--- src/rtl/PipeTypes.sv ---
// rtl/PipeTypes.sv - shared pipeline types for the fetch stage
//
// Purpose : IF/ID pipeline register layout, default reset PC and the
//           sequential PC increment used by the fetch stage.
// Contents: DEFAULT_RESET_PC - default fetch address after reset
//           IF_ID_t          - {valid, pc, instr} handed to decode
//           pc_incr()        - next sequential PC, wraps modulo 2^32
package PipeTypes;

   localparam logic [31:0] DEFAULT_RESET_PC = 32'h0000_0000;

   typedef struct packed {
      logic        valid;
      logic [31:0] pc;
      logic [31:0] instr;
   } IF_ID_t;

   function automatic logic [31:0] pc_incr(input logic [31:0] pc);
      return pc + 32'd4;
   endfunction

endpackage

--- src/rtl/fetch_queue.sv ---
// rtl/fetch_queue.sv - in-order fetch queue with allocate/fill/pop pointers
//
// Purpose : Holds fetched PCs from grant until decode takes them. Entries
//           are allocated in grant order, filled in response order and
//           popped in program order, so three pointers suffice:
//           rd (head) <= fill (oldest unfilled) <= wr (next free).
// Ports   : clk, rst         - clock, asynchronous active-high reset
//           clear_i          - discard every entry (redirect)
//           alloc_i/_pc_i    - allocate one entry holding a PC
//           fill_i/_instr_i  - write the oldest unfilled entry
//           pop_i            - retire the head entry
//           count_o          - allocated entries
//           unfilled_o       - allocated entries still awaiting data
//           head_valid_o     - head entry holds its instruction
//           head_pc_o/_instr_o - head entry contents
module fetch_queue #(
   parameter int DEPTH = 2,
   localparam int AW = (DEPTH > 1) ? $clog2(DEPTH) : 1,
   localparam int CW = AW + 1
) (
   input  logic          clk,
   input  logic          rst,
   input  logic          clear_i,
   input  logic          alloc_i,
   input  logic [31:0]   alloc_pc_i,
   input  logic          fill_i,
   input  logic [31:0]   fill_instr_i,
   input  logic          pop_i,
   output logic [CW-1:0] count_o,
   output logic [CW-1:0] unfilled_o,
   output logic          head_valid_o,
   output logic [31:0]   head_pc_o,
   output logic [31:0]   head_instr_o
);

   logic [CW-1:0] wr_ptr_q, wr_ptr_d;
   logic [CW-1:0] fill_ptr_q, fill_ptr_d;
   logic [CW-1:0] rd_ptr_q, rd_ptr_d;
   logic [31:0]   pc_mem_q    [DEPTH];
   logic [31:0]   instr_mem_q [DEPTH];
   logic          alloc_ok, fill_ok, pop_ok;

   // Pointers carry one extra wrap bit so full and empty are distinguishable.
   assign count_o      = wr_ptr_q - rd_ptr_q;
   assign unfilled_o   = wr_ptr_q - fill_ptr_q;
   assign head_valid_o = (fill_ptr_q != rd_ptr_q);
   assign head_pc_o    = pc_mem_q[rd_ptr_q[AW-1:0]];
   assign head_instr_o = instr_mem_q[rd_ptr_q[AW-1:0]];

   always_comb begin
      pop_ok   = pop_i && head_valid_o && !clear_i;
      // A slot freed by this edge's pop may be reused by this edge's alloc.
      alloc_ok = alloc_i && !clear_i && ((count_o < CW'(DEPTH)) || pop_ok);
      // A response with nothing awaiting data is ignored (e.g. after reset).
      fill_ok  = fill_i && !clear_i && (unfilled_o != '0);

      wr_ptr_d   = wr_ptr_q;
      fill_ptr_d = fill_ptr_q;
      rd_ptr_d   = rd_ptr_q;
      if (clear_i) begin
         wr_ptr_d   = '0;
         fill_ptr_d = '0;
         rd_ptr_d   = '0;
      end else begin
         if (alloc_ok) wr_ptr_d   = wr_ptr_q + CW'(1);
         if (fill_ok)  fill_ptr_d = fill_ptr_q + CW'(1);
         if (pop_ok)   rd_ptr_d   = rd_ptr_q + CW'(1);
      end
   end

   always_ff @(posedge clk or posedge rst) begin
      if (rst) begin
         wr_ptr_q   <= '0;
         fill_ptr_q <= '0;
         rd_ptr_q   <= '0;
      end else begin
         wr_ptr_q   <= wr_ptr_d;
         fill_ptr_q <= fill_ptr_d;
         rd_ptr_q   <= rd_ptr_d;
      end
   end

   // Payload storage needs no reset: pointers alone decide what is live.
   always_ff @(posedge clk) begin
      if (alloc_ok) pc_mem_q[wr_ptr_q[AW-1:0]]      <= alloc_pc_i;
      if (fill_ok)  instr_mem_q[fill_ptr_q[AW-1:0]] <= fill_instr_i;
   end

endmodule

--- src/rtl/if_stage.sv ---
// rtl/if_stage.sv - instruction fetch stage with in-order memory interface
//
// Purpose : Issues sequential fetches, tracks them in fetch_queue, discards
//           responses belonging to squashed requests and registers the
//           oldest fetched instruction into the IF/ID pipeline register.
// Ports   : clk, rst                    - clock, async active-high reset
//           stall_if                    - decode not accepting; hold if_id_o
//           flush_if                    - invalidate if_id_o
//           redirect_valid_i/_pc_i      - control-flow redirect
//           imem_req_o/_addr_o/_gnt_i   - request handshake (addr = PC)
//           imem_rvalid_i/_rdata_i      - in-order response
//           if_id_o                     - registered {valid, pc, instr}
module if_stage
   import PipeTypes::*;
#(
   parameter logic [31:0] RESET_PC = DEFAULT_RESET_PC,
   parameter int          FQ_DEPTH = 2
) (
   input  logic        clk,
   input  logic        rst,
   input  logic        stall_if,
   input  logic        flush_if,
   input  logic        redirect_valid_i,
   input  logic [31:0] redirect_pc_i,
   output logic        imem_req_o,
   output logic [31:0] imem_addr_o,
   input  logic        imem_gnt_i,
   input  logic        imem_rvalid_i,
   input  logic [31:0] imem_rdata_i,
   output IF_ID_t      if_id_o
);

   localparam int            CW      = $clog2(FQ_DEPTH) + 1;
   localparam logic [CW-1:0] DEPTH_C = CW'(FQ_DEPTH);

   logic [31:0]   pc_q, pc_d;
   logic [CW-1:0] drop_cnt_q, drop_cnt_d;
   IF_ID_t        if_id_q, if_id_d;

   logic [CW-1:0] fq_count, fq_unfilled, occupancy, drop_sum;
   logic          fq_head_valid;
   logic [31:0]   fq_head_pc, fq_head_instr;
   logic          pop, grant, fill;

   fetch_queue #(.DEPTH(FQ_DEPTH)) u_fetch_queue (
      .clk          (clk),
      .rst          (rst),
      .clear_i      (redirect_valid_i),
      .alloc_i      (grant),
      .alloc_pc_i   (pc_q),
      .fill_i       (fill),
      .fill_instr_i (imem_rdata_i),
      .pop_i        (pop),
      .count_o      (fq_count),
      .unfilled_o   (fq_unfilled),
      .head_valid_o (fq_head_valid),
      .head_pc_o    (fq_head_pc),
      .head_instr_o (fq_head_instr)
   );

   always_comb begin
      pop = !redirect_valid_i && !flush_if && !stall_if && fq_head_valid;

      // Occupancy counts the entry leaving on this edge as already free so a
      // two-entry queue sustains one fetch per cycle with zero-wait memory.
      // Squashed requests still in flight (drop_cnt) reserve capacity too.
      occupancy  = fq_count - (pop ? CW'(1) : CW'(0)) + drop_cnt_q;
      imem_req_o = !rst && !redirect_valid_i && (occupancy < DEPTH_C);
      grant      = imem_req_o && imem_gnt_i;
      fill       = imem_rvalid_i && !redirect_valid_i && (drop_cnt_q == '0);

      pc_d = pc_q;
      if (redirect_valid_i) pc_d = redirect_pc_i;
      else if (grant)       pc_d = pc_incr(pc_q);

      // On redirect every request still in flight becomes a drop; a response
      // arriving on the redirect edge is itself discarded and consumes one.
      drop_sum   = drop_cnt_q + fq_unfilled;
      drop_cnt_d = drop_cnt_q;
      if (redirect_valid_i) begin
         drop_cnt_d = (imem_rvalid_i && (drop_sum != '0)) ? drop_sum - CW'(1) : drop_sum;
      end else if (imem_rvalid_i && (drop_cnt_q != '0)) begin
         drop_cnt_d = drop_cnt_q - CW'(1);
      end

      if_id_d = if_id_q;
      if (redirect_valid_i || flush_if) begin
         if_id_d.valid = 1'b0;
      end else if (!stall_if) begin
         if (fq_head_valid) if_id_d = '{valid: 1'b1, pc: fq_head_pc, instr: fq_head_instr};
         else               if_id_d.valid = 1'b0;
      end
   end

   always_ff @(posedge clk or posedge rst) begin
      if (rst) begin
         pc_q       <= RESET_PC;
         drop_cnt_q <= '0;
         if_id_q    <= '0;
      end else begin
         pc_q       <= pc_d;
         drop_cnt_q <= drop_cnt_d;
         if_id_q    <= if_id_d;
      end
   end

   assign imem_addr_o = pc_q;
   assign if_id_o     = if_id_q;

endmodule

--- config.mk ---
export PLATFORM = sky130hd
export DESIGN_NAME = if_stage
export DESIGN_NICKNAME = d
export VERILOG_FILES = /design/src/rtl/PipeTypes.sv /design/src/rtl/fetch_queue.sv /design/src/rtl/if_stage.sv
export SDC_FILE = /design/constraint.sdc
export NUM_CORES = 1
export LEC_CHECK = 0
export BUFFER_PORTS_ARGS = -buffer_cell sky130_fd_sc_hd__buf_2
export CAP_MARGIN = 10
export CELL_PAD_IN_SITES_DETAIL_PLACEMENT = 1
export CELL_PAD_IN_SITES_GLOBAL_PLACEMENT = 1
export CORE_MARGIN = 4
export CORE_UTILIZATION = 45
export CTS_CLUSTER_DIAMETER = 150
export CTS_CLUSTER_SIZE = 10
export DETAILED_ROUTE_END_ITERATION = 8
export HOLD_SLACK_MARGIN = 0.12
export PLACE_DENSITY_LB_ADDON = 0.15
export SYNTH_ARGS = -nofsm -noshare
export SYNTH_HDL_FRONTEND = slang
export SYNTH_SLANG_ARGS = --single-unit
--- constraint.sdc ---
create_clock -name clk -period 5.6 [get_ports clk]
set_input_delay 0 -clock clk [delete_from_list [all_inputs] [get_ports clk]]
set_output_delay 0 -clock clk [all_outputs]
set_load 0.05 [all_outputs]
=== Word level (Yosys, flattened, before mapping) ===
Memories as Yosys holds them, arrays and structs flattened.
Cells that the tools add are included.

* Register bits after elaboration: 105
* Output and inout port bits: 98
* Memories: 2
* Word-level logic and storage cells: 79
* Bits in writable memories: 128

* Eq/ne operators: 2
* Reduce and logical (&&, ||, !) cells: 32
* Mux-type cells: 20
* Add/sub/neg operators: 11
* Bitwise logic cells: 2
* Order comparisons: 2

{| class="wikitable"
|+ Memories
! name !! depth !! width !! read ports !! clocked after Yosys merged registers in !! wr ports !! RTL line !! source
|-
| u_fetch_queue.instr_mem_q || 2 || 32 || 1 || 0 || 1 || fetch_queue.sv:40 || <nowiki>logic [31:0] instr_mem_q [DEPTH];</nowiki>
|-
| u_fetch_queue.pc_mem_q || 2 || 32 || 1 || 0 || 1 || fetch_queue.sv:39 || <nowiki>logic [31:0] pc_mem_q [DEPTH];</nowiki>
|}

{| class="wikitable"
|+ Operators by type and width
! cell !! number
|-
| 65-bit 2-to-1 mux || 1
|-
| 32-bit 2-to-1 mux || 2
|-
| 64-bit 2-to-1 mux || 1
|-
| 32-bit by 3-bit adder with 32-bit output, second input constant || 1
|-
| 2-bit 2-to-1 mux || 9
|-
| 1-bit logical AND || 16
|-
| 2-bit nonzero test || 8
|-
| 1-bit 2-to-1 mux || 7
|-
| 2-bit by 1-bit adder with 2-bit output, second input constant || 3
|-
| 2-bit adder || 2
|-
| 1-bit logical NOT || 4
|-
| 2-bit < comparator, second input constant || 2
|-
| 2-bit by 1-bit subtractor with 2-bit output, second input constant || 2
|-
| 2-bit subtractor || 2
|-
| 3-bit AND reduction || 1
|-
| 2-bit logical NOT || 1
|-
| 1-bit logical OR || 2
|-
| 2-bit by 1-bit != test with 1-bit output, second input constant || 1
|-
| 2-bit != test || 1
|-
| 1-bit inverter || 2
|-
| 2-bit by 1-bit subtractor with 2-bit output || 1
|}

=== Logic depth before layout (Yosys ltp) ===
* Depth in word-level cells: 14
* Gate-level depth with buffers: 13
* Mapped depth without buffers: 11

=== Hierarchy ===
From an unflattened synthesis, not the netlist that was laid out.

* Cells, all modules: 623
* Area total of the unflattened synthesis: 9,615.5 sq um

{| class="wikitable"
|+ By module, submodules not included
! module !! area each (sq um) !! times used !! cells an instance
|-
| fetch_queue || 5,044.8 || 1 || 249
|-
| if_stage || 4,570.6 || 1 || 374
|}

=== Worst setup path before layout ===
Ideal clock, no wire load.

* Path kind: input to register
* From: input rst
* To: memory u_fetch_queue.pc_mem_q[1][0] (enable)
* Setup slack: 0.478 ns
* Cell stages on the path: 6
* Required time: 5.176 ns
* Library setup time: 0.424 ns
* Path buffers: 2
* Arrival time: 4.698 ns
* Path through: inv_1 > and3_1 > buf_2 > clkbuf_1 > o211ai_1 > nor2_1

* Word-level cells in the longest chain between the ends: 8

{| class="wikitable"
|+ RTL lines
! what !! RTL line !! source
|-
| from (decl) || if_stage.sv:20 || <nowiki>input logic rst,</nowiki>
|-
| 1-bit logical NOT (no source line) || -- ||
|-
| 1-bit logical AND (2 in series) || if_stage.sv:68 || <nowiki>imem_req_o = !rst && !redirect_valid_i && (occupancy < DEPTH_C);</nowiki>
|-
| 1-bit logical AND || if_stage.sv:69 || <nowiki>grant = imem_req_o && imem_gnt_i;</nowiki>
|-
| 1-bit logical AND (2 in series) || fetch_queue.sv:53 || <nowiki>alloc_ok = alloc_i && !clear_i && ((count_o < CW'(DEPTH)) || pop_ok);</nowiki>
|-
| 1-bit 2-to-1 mux || fetch_queue.sv:85 || <nowiki>if (alloc_ok) pc_mem_q[wr_ptr_q[AW-1:0]] <= alloc_pc_i;</nowiki>
|-
| 1-bit 2-to-1 mux (not written as such) || fetch_queue.sv:85 ||
|-
| to (decl) || fetch_queue.sv:39 ||
|}

No other way between the ends.

=== Worst setup path in the final report ===
* From: register u_fetch_queue.rd_ptr_q[0]
* To: memory u_fetch_queue.pc_mem_q[0][17] (enable)

* Word-level cells in the longest chain between the ends: 12
* Elaborated cells on any way between the ends: 17
* Classes of those cells: add/sub: 3; order compare: 2; eq/ne: 1; mux: 3; reduce/logical: 8

{| class="wikitable"
|+ RTL lines
! what !! RTL line !! source
|-
| from (decl) || fetch_queue.sv:38 || <nowiki>logic [CW-1:0] rd_ptr_q, rd_ptr_d;</nowiki>
|-
| from (signal assigned) || fetch_queue.sv:79 || <nowiki>rd_ptr_q <= rd_ptr_d;</nowiki>
|-
| 2-bit != test || fetch_queue.sv:46 || <nowiki>assign head_valid_o = (fill_ptr_q != rd_ptr_q);</nowiki>
|-
| 1-bit logical AND || if_stage.sv:62 || <nowiki>pop = !redirect_valid_i && !flush_if && !stall_if && fq_head_valid;</nowiki>
|-
| 1-bit 2-to-1 mux || if_stage.sv:67 || <nowiki>occupancy = fq_count - (pop ? CW'(1) : CW'(0)) + drop_cnt_q;</nowiki>
|-
| 2-bit by 1-bit subtractor with 2-bit output || if_stage.sv:67 ||
|-
| 2-bit adder || if_stage.sv:67 ||
|-
| 2-bit < comparator || if_stage.sv:68 ||
|-
| 1-bit logical AND || if_stage.sv:68 ||
|-
| 1-bit logical AND || if_stage.sv:69 ||
|-
| 1-bit logical AND || fetch_queue.sv:53 ||
|-
| 1-bit logical AND (*) || fetch_queue.sv:53 ||
|-
| 1-bit 2-to-1 mux (*) || fetch_queue.sv:85 ||
|-
| 1-bit 2-to-1 mux (not written as such) (*) || fetch_queue.sv:85 ||
|}

Every way passes the cells marked *; elsewhere a longest branch is shown, timed or not.

==> impl_metrics.prom <==
# TYPE chip_impl_metric gauge
chip_impl_info{name="status",value="finished, final reports clean"} 1
chip_impl_metric{name="htreeDepth",unit=""} 1
chip_impl_metric{name="num_rows",unit=""} 52
chip_impl_metric{name="tightestPinTransition",unit="ps"} 996
chip_impl_metric{name="largest_net_degree_at_the_start_of_global_routing",unit=""} 91
chip_impl_metric{name="design_area",unit="um2"} 12000
chip_impl_metric{name="viasPerCell",unit=""} 5.31
chip_impl_metric{name="drc",unit=""} 0
chip_impl_metric{name="layout_area_growth_over_synthesis",unit="%"} 28.1
chip_impl_metric{name="detailed_placement_wirelength_estimate",unit="um"} 15200
chip_impl_metric{name="floorplan.initialDensity",unit="%"} 46.0
chip_impl_metric{name="overflow",unit=""} 0
chip_impl_metric{name="vdd_ir_drop_max",unit="V"} 0.000207
chip_impl_info{name="final_common_cell",value="buf_2"} 1
chip_impl_metric{name="slack_of_the_worst_reg_to_reg_path",unit="ps"} 1440
chip_impl_info{name="cts_tree",value="yes"} 1
chip_impl_metric{name="timing.clock.skew",unit="ps"} 9.23
chip_impl_metric{name="first_iter_violations",unit=""} 273
chip_impl_metric{name="first_global_vias",unit=""} 7281
chip_impl_info{name="r2r_start",value="u_fetch_queue.rd_ptr_q[0]"} 1
chip_impl_metric{name="syn-num-nets",unit=""} 769
chip_impl_info{name="rr_endpoint",value="u_fetch_queue.pc_mem_q[0][17]"} 1
chip_impl_metric{name="ys_async_sr_fraction",unit="%"} 45.1
chip_impl_metric{name="drt_pass_1_iters",unit=""} 4
chip_impl_metric{name="synth_area_per_cell",unit="um2"} 13.5
chip_impl_metric{name="power_per_cell_area",unit="nW/um2"} 395
chip_impl_metric{name="post_cts_resized",unit=""} 0
chip_impl_metric{name="synth-seq-area-share",unit="%"} 69.1
chip_impl_metric{name="post_route_cells_drive_above_1_share",unit="%"} 23.8
chip_impl_metric{name="fp.coreArea",unit="um2"} 20400
chip_impl_info{name="critical_path.startpoint_type",value="flop"} 1
chip_impl_metric{name="layout_min_cycle_time",unit="ps"} 4160
chip_impl_metric{name="die_area",unit="um2"} 23200
chip_impl_metric{name="post-synth-top-area-fraction",unit="%"} 41.1
chip_impl_info{name="clockRootBuffer",value="clkbuf_16"} 1
chip_impl_metric{name="grt_use_total",unit="%"} 20.9
chip_impl_metric{name="boundaryPins",unit=""} 169
chip_impl_metric{name="drtAntennaViolNets",unit=""} 0
chip_impl_info{name="synth_top_cell_by_area",value="edfxtp_1"} 1
chip_impl_metric{name="required",unit="ps"} 5730
chip_impl_metric{name="report.final.hold_viol_count",unit=""} 0
chip_impl_metric{name="fin_setup_tns",unit="ps"} 0
chip_impl_info{name="layout.cells.most_common_list",value="168 x buf_2, 128 x edfxtp_1, 104 x dfrtp_1"} 1
chip_impl_metric{name="tritoncts.num_buffers",unit=""} 27
chip_impl_metric{name="post_synth_instance_area",unit="um2"} 9360
chip_impl_metric{name="vertical_extent_of_the_die",unit="um"} 152
chip_impl_metric{name="fin_crit_sh",unit="%"} 74.2
chip_impl_metric{name="power.leakage",unit="nW"} 4.82
chip_impl_metric{name="cts.clk_slew.worst_paths",unit="ps"} 60
chip_impl_metric{name="timing.critical_path.arrival",unit="ps"} 4290
chip_impl_metric{name="max-cap-violations",unit=""} 0
chip_impl_metric{name="setup_viol",unit=""} 0
chip_impl_metric{name="post_dp_cell_area",unit="um2"} 10500
chip_impl_info{name="cp-end-kind",value="flop"} 1
chip_impl_info{name="worst-setup-path-type",value="reg -> reg"} 1
chip_impl_metric{name="number_of_nets_at_the_end_of_the_flow",unit=""} 1011
chip_impl_metric{name="clock-sinks",unit=""} 233
chip_impl_info{name="timing.hold.worst.class",value="in -> async"} 1
chip_impl_metric{name="ys.warnings.count",unit=""} 0
chip_impl_metric{name="timing.slew.headroom",unit="%"} 33.5
chip_impl_info{name="post_synth_main_area_contributors",value="edfxtp_1 41%, dfrtp_1 28%, mux2i_1 7.1%"} 1
chip_impl_metric{name="reg2regPathDepth",unit=""} 7
chip_impl_metric{name="netlist-cell-type-count",unit=""} 53
chip_impl_metric{name="grt_antenna_before_repair",unit=""} 0
chip_impl_info{name="setup_repair_after_global_routing_missed_its_margin",value="false"} 1
chip_impl_metric{name="critical_path_peak_fanout",unit=""} 37
chip_impl_metric{name="wl",unit="um"} 24200
chip_impl_metric{name="final_max_slew_viol_count",unit=""} 0
chip_impl_metric{name="syn_inst",unit=""} 691
chip_impl_metric{name="via_count",unit=""} 6500
chip_impl_metric{name="clock_tree.buffer_depth",unit=""} 3
chip_impl_metric{name="wl_per_cell",unit="um"} 19.8
chip_impl_metric{name="final-instance-count-excl-fill",unit=""} 1224
chip_impl_metric{name="diodes",unit=""} 0
chip_impl_metric{name="fmaxAchievable",unit="GHz"} 0.241
chip_impl_info{name="synth_flop_cell",value="edfxtp_1"} 1
chip_impl_metric{name="routabilityCongestion",unit=""} 0.810
chip_impl_metric{name="numPortBuffers",unit=""} 168
chip_impl_metric{name="clkLatencyLatePin",unit="ps"} 520
chip_impl_metric{name="dieWidth",unit="um"} 152
chip_impl_metric{name="postSynthRegisterBits",unit=""} 233
chip_impl_metric{name="first_pass_grt_wire_length",unit="um"} 39400
chip_impl_metric{name="synth-edff-count",unit=""} 128
chip_impl_metric{name="place.detailed.instances",unit=""} 1099
## cell usage after synthesis, drive strengths merged, types with 15 or more instances
cell / number
a21oi: 68
clkbuf: 26
dfrtp: 105
edfxtp: 128
inv: 15
mux2i: 66
nand2: 34
nand3: 18
nor2: 81
o21ai: 22
xnor2: 16
## per-layer routing
metal,vias to the layer above,share of wire [%],track usage [%]
met5,-,0,0
met4,0,1.9,4.67
met3,35,5.4,4.17
met2,173,52,37.2
met1,3275,41,26.4
li1,3017,-,-
## logic make-up (layout without fill, tap and decap cells)
kind of cell | Yosys count | in the layout | synth area share (%)
adders and majority gates | 7 | 7 | 0.936
buffers and inverters | 50 | 313 | 2.18
DFF | 233 | 233 | 69.1
muxes | 69 | 69 | 7.42
and+or+nand+nor | 181 | 181 | 9.18
xor gates and xnor gates | 25 | 25 | 2.95
AOI/OAI and AO/OA | 126 | 126 | 8.21
## stage by stage
| step | hold WS (ps) | power (mW) | util (%) | setup WS (ps) |
|---|---|---|---|---|
| after floorplan | 70.8 | 2.89 | - | 478 |
| after global placement | 143 | 3.13 | 51.4 | 1590 |
| after detailed placement | 158 | 3.17 | 51.4 | 1370 |
| after CTS | 148 | 4.78 | 58.9 | 1380 |
| after global routing | 182 | 4.96 | 58.9 | 1120 |
| final | 172 | 4.74 | 58.9 | 1440 |
## how the worst max path moves through the flow
stage                                   start  cells past startpoint                             to  slack [ps]
floorplan                                 rst                      6   u_fetch_queue.pc_mem_q[1][0]         480
global placement    u_fetch_queue.rd_ptr_q[0]                      7  u_fetch_queue.pc_mem_q[1][18]        1590
detailed placement  u_fetch_queue.rd_ptr_q[0]                      7  u_fetch_queue.pc_mem_q[0][17]        1370
CTS                 u_fetch_queue.rd_ptr_q[0]                      7  u_fetch_queue.pc_mem_q[0][17]        1380
global route        u_fetch_queue.rd_ptr_q[0]                      7  u_fetch_queue.pc_mem_q[0][17]        1120
finish              u_fetch_queue.rd_ptr_q[0]                      7  u_fetch_queue.pc_mem_q[0][17]        1440
## sequential cells by signal, indices dropped and copies added (netlist names)
signal / cells
if_id_o: 65
u_fetch_queue.pc_mem_q: 64
u_fetch_queue.wr_ptr_q: 2
u_fetch_queue.fill_ptr_q: 2
u_fetch_queue.instr_mem_q: 64
u_fetch_queue.rd_ptr_q: 2
imem_addr_o: 32
drop_cnt_q: 2
## power breakdown
part | leakage (nW) | switching (mW) | internal, mW
clock | 0.367 | 0.652 | 0.905
combinational | 1.94 | 0.769 | 0.294
sequential | 2.51 | 0.132 | 1.98
total | 4.82 | 1.55 | 3.18
## critical path: stages, from the launching register on
cell and delay [ps]:
dfrtp_4 850, xnor2_1 250, a2111oi_4 420, ha_1 240, xnor2_1 190, xnor3_2 590
o211ai_1 340, nor2_4 850
## area by class of cell
type | count | area [um2]
multi-input combinational | 408 | 2720
inverter | 15 | 58.8
tap | 270 | 338
clock buffer | 48 | 754
sequential | 233 | 6470
timing repair buffer | 248 | 1630
clock inverter | 2 | 17.5
fill | 2083 | 8370
## repair_timing
item / CTS / global route
setup buffers: 0 / 0
endpoints found under the hold margin: 147 / 0
hold buffers: 75 / 0
(Power assumes the default switching activity.)
